==> config.mk <==
export PLATFORM = sky130hd
export DESIGN_NAME = sumador_serial_ctrl
export DESIGN_NICKNAME = d
export VERILOG_FILES = /design/src/rtl/sumador_pkg.sv /design/src/rtl/sumador_1bit.sv /design/src/rtl/sumador_serial_ctrl.sv
export SDC_FILE = /design/constraint.sdc
export NUM_CORES = 1
export LEC_CHECK = 0
export CAP_MARGIN = 5
export CORE_AREA = 2 2 66 68
export CTS_CLUSTER_SIZE = 10
export DETAILED_ROUTE_END_ITERATION = 8
export DIE_AREA = 0 0 68 70
export GPL_TIMING_DRIVEN = 0
export PLACE_DENSITY_LB_ADDON = 0.1
export SLEW_MARGIN = 20
export SYNTH_ARGS = -nofsm -noshare
export SYNTH_HDL_FRONTEND = slang
export SYNTH_SLANG_ARGS = --single-unit
==> constraint.sdc <==
create_clock -name clk -period 1.36 [get_ports clk]
set_input_delay 0.204 -clock clk [delete_from_list [all_inputs] [get_ports clk]]
set_output_delay 0.204 -clock clk [all_outputs]
set_load 0.01 [all_outputs]
==> src/rtl/sumador_pkg.sv <==
// Shared definitions for the bit-serial adder: controller state encoding
// and the default operand width.
package sumador_pkg;

  typedef enum logic [1:0] {
    IDLE = 2'd0,
    SUMA = 2'd1,
    FIN  = 2'd2
  } state_t;

  localparam int SUMADOR_N_DEFAULT = 8;

endpackage

==> src/rtl/sumador_1bit.sv <==
// Single full-adder cell; the serial controller reuses it for every bit position.
module sumador_1bit (
  input  logic A,
  input  logic B,
  input  logic Ci,
  output logic S,
  output logic Co
);

  assign S  = A ^ B ^ Ci;
  assign Co = (A & B) | (Ci & (A ^ B));

endmodule

==> src/rtl/sumador_serial_ctrl.sv <==
// Bit-serial N-bit adder: one full-adder cell walks the operands LSB-first
// over N cycles with the carry recirculated through a flip-flop.
module sumador_serial_ctrl
  import sumador_pkg::*;
#(
  parameter int N = SUMADOR_N_DEFAULT
) (
  input  logic         clk,
  input  logic         rst_n,
  input  logic         start,
  input  logic [N-1:0] A,
  input  logic [N-1:0] B,
  input  logic         Ci,
  output logic         busy,
  output logic         done,
  output logic [N-1:0] S,
  output logic         Co,
  output logic         ovf
);

  localparam int CW = $clog2(N) + 1;
  localparam logic [CW-1:0] LAST = CW'(N - 1);

  state_t         state_reg, state_next;
  logic [N-1:0]   a_reg, b_reg;
  logic           carry_reg;
  logic [CW-1:0]  cnt_reg;
  logic           cell_s, cell_co;
  logic [N-1:0]   res_full;
  logic           last_bit;

  sumador_1bit u_cell (
    .A  (a_reg[0]),
    .B  (b_reg[0]),
    .Ci (carry_reg),
    .S  (cell_s),
    .Co (cell_co)
  );

  assign last_bit = (state_reg == SUMA) && (cnt_reg == LAST);

  // Only N-1 partial sum bits need storage; the final bit comes straight
  // from the cell on the last SUMA edge.
  generate
    if (N > 1) begin : g_res
      logic [N-2:0] res_reg;
      assign res_full = {cell_s, res_reg};
      always_ff @(posedge clk or negedge rst_n) begin
        if (!rst_n) begin
          res_reg <= '0;
        end else if (state_reg == SUMA) begin
          res_reg <= res_full[N-1:1];
        end
      end
    end else begin : g_res1
      assign res_full = cell_s;
    end
  endgenerate

  always_ff @(posedge clk or negedge rst_n) begin
    if (!rst_n) begin
      state_reg <= IDLE;
    end else begin
      state_reg <= state_next;
    end
  end

  always_comb begin
    state_next = state_reg;
    busy       = 1'b1;
    done       = 1'b0;
    case (state_reg)
      IDLE: begin
        busy = 1'b0;
        if (start) state_next = SUMA;
      end
      SUMA: begin
        if (cnt_reg == LAST) state_next = FIN;
      end
      FIN: begin
        done       = 1'b1;
        state_next = IDLE;
      end
      default: begin
        busy       = 1'b0;
        state_next = IDLE;
      end
    endcase
  end

  // Outputs load on the final SUMA edge so they are already valid while done is high.
  always_ff @(posedge clk or negedge rst_n) begin
    if (!rst_n) begin
      a_reg     <= '0;
      b_reg     <= '0;
      carry_reg <= 1'b0;
      cnt_reg   <= '0;
      S         <= '0;
      Co        <= 1'b0;
      ovf       <= 1'b0;
    end else begin
      if (state_reg == IDLE && start) begin
        a_reg     <= A;
        b_reg     <= B;
        carry_reg <= Ci;
        cnt_reg   <= '0;
      end else if (state_reg == SUMA) begin
        a_reg     <= a_reg >> 1;
        b_reg     <= b_reg >> 1;
        carry_reg <= cell_co;
        cnt_reg   <= cnt_reg + CW'(1);
      end
      if (last_bit) begin
        S   <= res_full;
        Co  <= cell_co;
        ovf <= carry_reg ^ cell_co;
      end
    end
  end

endmodule

==> impl.org <==
** Die
- The die is 68 um wide.
- Total number of placement rows :: 24
- Area of the die :: 4760 um^2
- Initial standard-cell utilization of the core :: 43.8%
- Number of ports placed on the die boundary :: 32
- Placeable core region :: 4140 um^2
- Y dimension of the die :: 70 um

** Timing
- Slew margin rel. :: 79.7%
- Setup repair after global routing could not meet its margin everywhere.
- The final count of pins violating max slew was 0.
- Minimum clock period after layout :: 1.39 ns
- The final critical path takes up 102% of the cycle.
- Worst-margin pin slew :: 0.304 ns
- In the post-route analysis, the smallest setup slack over all paths is -0.0310 ns.
- Hold is met by 0.328 ns.
- The total count of hold-check failures in the final report came to 0.
- Total setup violations reported at the end of the flow :: 10
- Clock skew on the completed layout was measured at 0.00295 ns.
- Highest Clock Rate :: 719 MHz

** Placed design
- Input and output buffers added on the ports amount to 31.
- After detailed placement, the total cell area comes to 2230 um^2.
- Final weighted congestion of routability-driven global placement :: 0.727
- The HPWL after detailed placement is 2.33 mm.
- Prior to clock tree synthesis, the placed netlist has a worst setup slack of -0.164 ns.

** Outcome
- Failing checks :: setup timing
- Result of the run :: finished, violations left

** Yosys
- After synthesis, the mean cell area works out to 12.5 um^2.
- In this run, distinct cell masters in the synthesized netlist total 25.
- Post-synthesis net count :: 171
- Counting every instance in the synthesized netlist gives 145.
- Share of synthesized registers carrying an async set or reset :: 100%
- Counting flops and latches in the post-synthesis netlist gives 40.
- Total number of yosys warnings :: 0
- The most used flip-flop cell after synthesis is dfrtp_1.
- After synthesis the cells add up to 1810 um^2.
- Number of synthesized flops with an enable pin :: 0
- Sequential share of the synthesized area :: 55.2%

** Worst setup path
- Crit path max fanout :: 5
- The signal on the critical path passes through inv_2, ha_4, nand4b_4, clkbuf_16, mux2_4.
- Data required, critical path :: 1.53 ns
- Slowest library cell on the worst path :: dfrtp_1
- Setup Crit Path Kind :: flip-flop to flip-flop
- In this run the register-to-register setup slack is -0.03 ns.
- Startpoint types :: flip-flop
- Critical path capture point type :: flip-flop
- Arrival time worst endpoint :: 1.56 ns
- Delay contributed by the slowest stage of the critical path :: 0.39 ns

** Clock tree
- Depth of the CTS H-tree :: 2
- For the worst-skew pair, the clock arrives at the later sink with an insertion delay of 0.29 ns.
- Clock tree synthesis selected as its root buffer the cell clkbuf_8.
- The clock drives 40 sinks.
- Clock-pin slew reported for the worst setup and hold paths after clock tree synthesis :: 0.07 ns
- The longest clock path from root to sink contains 2 buffers.
- In this run, CTS created clock tree buffers numbering 5.
- Clock tree from TritonCTS :: done

** Final layout
- Number of nets in the layout :: 222
- Synthesis-to-layout area growth :: 37.6%
- FF/Latch Area :: 1000 um^2
- Layout cells sized above 1 :: 29.6%
- Fill cells in the final layout number 337.
- End-of-flow core utilization :: 60.2%
- 0 antenna diodes ended up in the layout.
- Final Instance Area :: 2490 um^2
- In the final layout, the multi-input gates occupy 810 um^2.

** GRT
- Wire length of the first global-routing pass :: 5.90 mm
- Number of global-route vias before repair :: 1,303
- Global routing finished with a remaining overflow of 0.
- Maximum number of pins on one net before global-route repair :: 30
- Number of antenna violations at the first check in global routing :: 0
- In the global route stage, overall resource usage came out at 16.5%.

** Routing
- Dividing the detail-routed wire length by the instance count gives 13.9 um.
- Summing over every cut layer, the via total after detailed routing is 1,201.
- After detailed routing, the number of remaining DRC violations is 0.
- Initial detailed-routing violation count :: 74
- The pre-antenna-repair detailed-routing pass consisted of 4 iterations.
- Via density :: 4.84
- The count of nets left with antenna violations once routing finished came out at 0.
- Summed over all layers, the routed wires come to 3.45 mm.

** Power
- Cell area power density :: 2090 nW/um^2
- Across the VDD grid, the largest voltage drop is 0.000867 V.
- In this run the static leakage power is 1.24 nW.

** Flow run
- Max-cap violations in this run came to 0.

** Min path
- Hold Crit Class :: input port to async pin
[layer usage]
layer / vias up / track usage, % / routed length [um]
met4: 0 / 7.11 / 86
met3: 8 / 3.86 / 138
met5: - / 0 / 0
met1: 571 / 21.5 / 1570
li1: 591 / - / -
met2: 31 / 25.8 / 1660
[area by class of cell]
| cell class | instances | share of cell area (%) |
|---|---|---|
| buffer | 8 | 3.36 |
| clock buffer | 7 | 3.86 |
| inverter | 2 | 0.301 |
| multi-input combinational | 94 | 32.4 |
| sequential | 40 | 40.1 |
| tap | 52 | 2.61 |
| timing repair buffer | 45 | 17.3 |
[cells in the final DEF (no fill, tap or decap), drive strengths merged, types with 4 or more instances in the layout]
cell type / instances
dfrtp: 40
buf: 22
nand2: 19
o21ai: 19
clkdlybuf4s50: 18
mux2: 17
mux2i: 16
dlygate4sd2: 10
clkbuf: 9
ha: 5
nor2: 4
[through the flow]
stage / power, mW / cells / TNS, ns
after CTS: 5.13 / 243 / -0.517
after global routing: 5.61 / 248 / -1.92
after global placement: 4.02 / 228 / -38.51
after floorplan: 3.45 / 145 / -0.0476
after detailed placement: 4.13 / 229 / -3.62
final: 5.22 / 248 / -0.198
[path summary, 6_finish.rpt]
| kind | endpoint | cells past startpoint | from |
|---|---|---|---|
| max | Co | 5 | state_reg[1] |
| min | state_reg[0] | 2 | rst_n |
| max reg2reg | Co | 5 | state_reg[1] |
| min reg2reg | ovf | 2 | ovf |
| max in group asynchronous | a_reg[0] | 3 | rst_n |
| min in group clk | b_reg[3] | 3 | B[3] |
[logic make-up (layout without fill, tap and decap cells)]
group	Yosys count	in the layout	share of synthesized area [%]
compound gates	21	21	5.93
flops	40	40	55.2
simple gates	30	30	7.73
xor+xnor	4	4	1.93
fa+ha+maj	6	6	4.55
buf+inv	11	62	3.59
mux	33	33	21.0
[report_power, final]
group          internal, mW  switching [mW]  leakage (nW)
logic                  1.36           0.989         0.682
registers              1.70           0.322         0.509
clock network         0.452           0.386        0.0503
total                  3.52            1.70          1.24
[critical path: cells and delay by family, from the launching register on]
kind          cells  cell delay [ns]
fa+ha+maj         1             0.18
buf+inv           2             0.28
mux               1             0.28
simple gates      1             0.14
flops             1             0.39
[cell usage after synthesis (2+ instances only)]
cell | n | area (um^2)
nor2_1 | 4 | 15.0
ha_1 | 5 | 62.6
inv_1 | 2 | 7.51
dfrtp_1 | 40 | 1000
xor2_1 | 2 | 17.5
buf_2 | 4 | 20.0
nand2b_1 | 2 | 12.5
nand2_1 | 19 | 71.3
buf_4 | 3 | 22.5
o21ai_0 | 18 | 90.1
xnor2_1 | 2 | 17.5
mux2_4 | 8 | 120
mux2_2 | 9 | 101
mux2i_1 | 16 | 160
[what timing repair did]
action / CTS / global route
buffers inserted: 6 / 5
hold buffers: 1 / 0
hold endpoints to repair: 11 / 0
cloned: 1 / 0
setup endpoints to repair: 49 / 38
resized for setup: 36 / 8
pin swaps: 1 / 3
No activity file was read; power rests on OpenSTA's default activity.
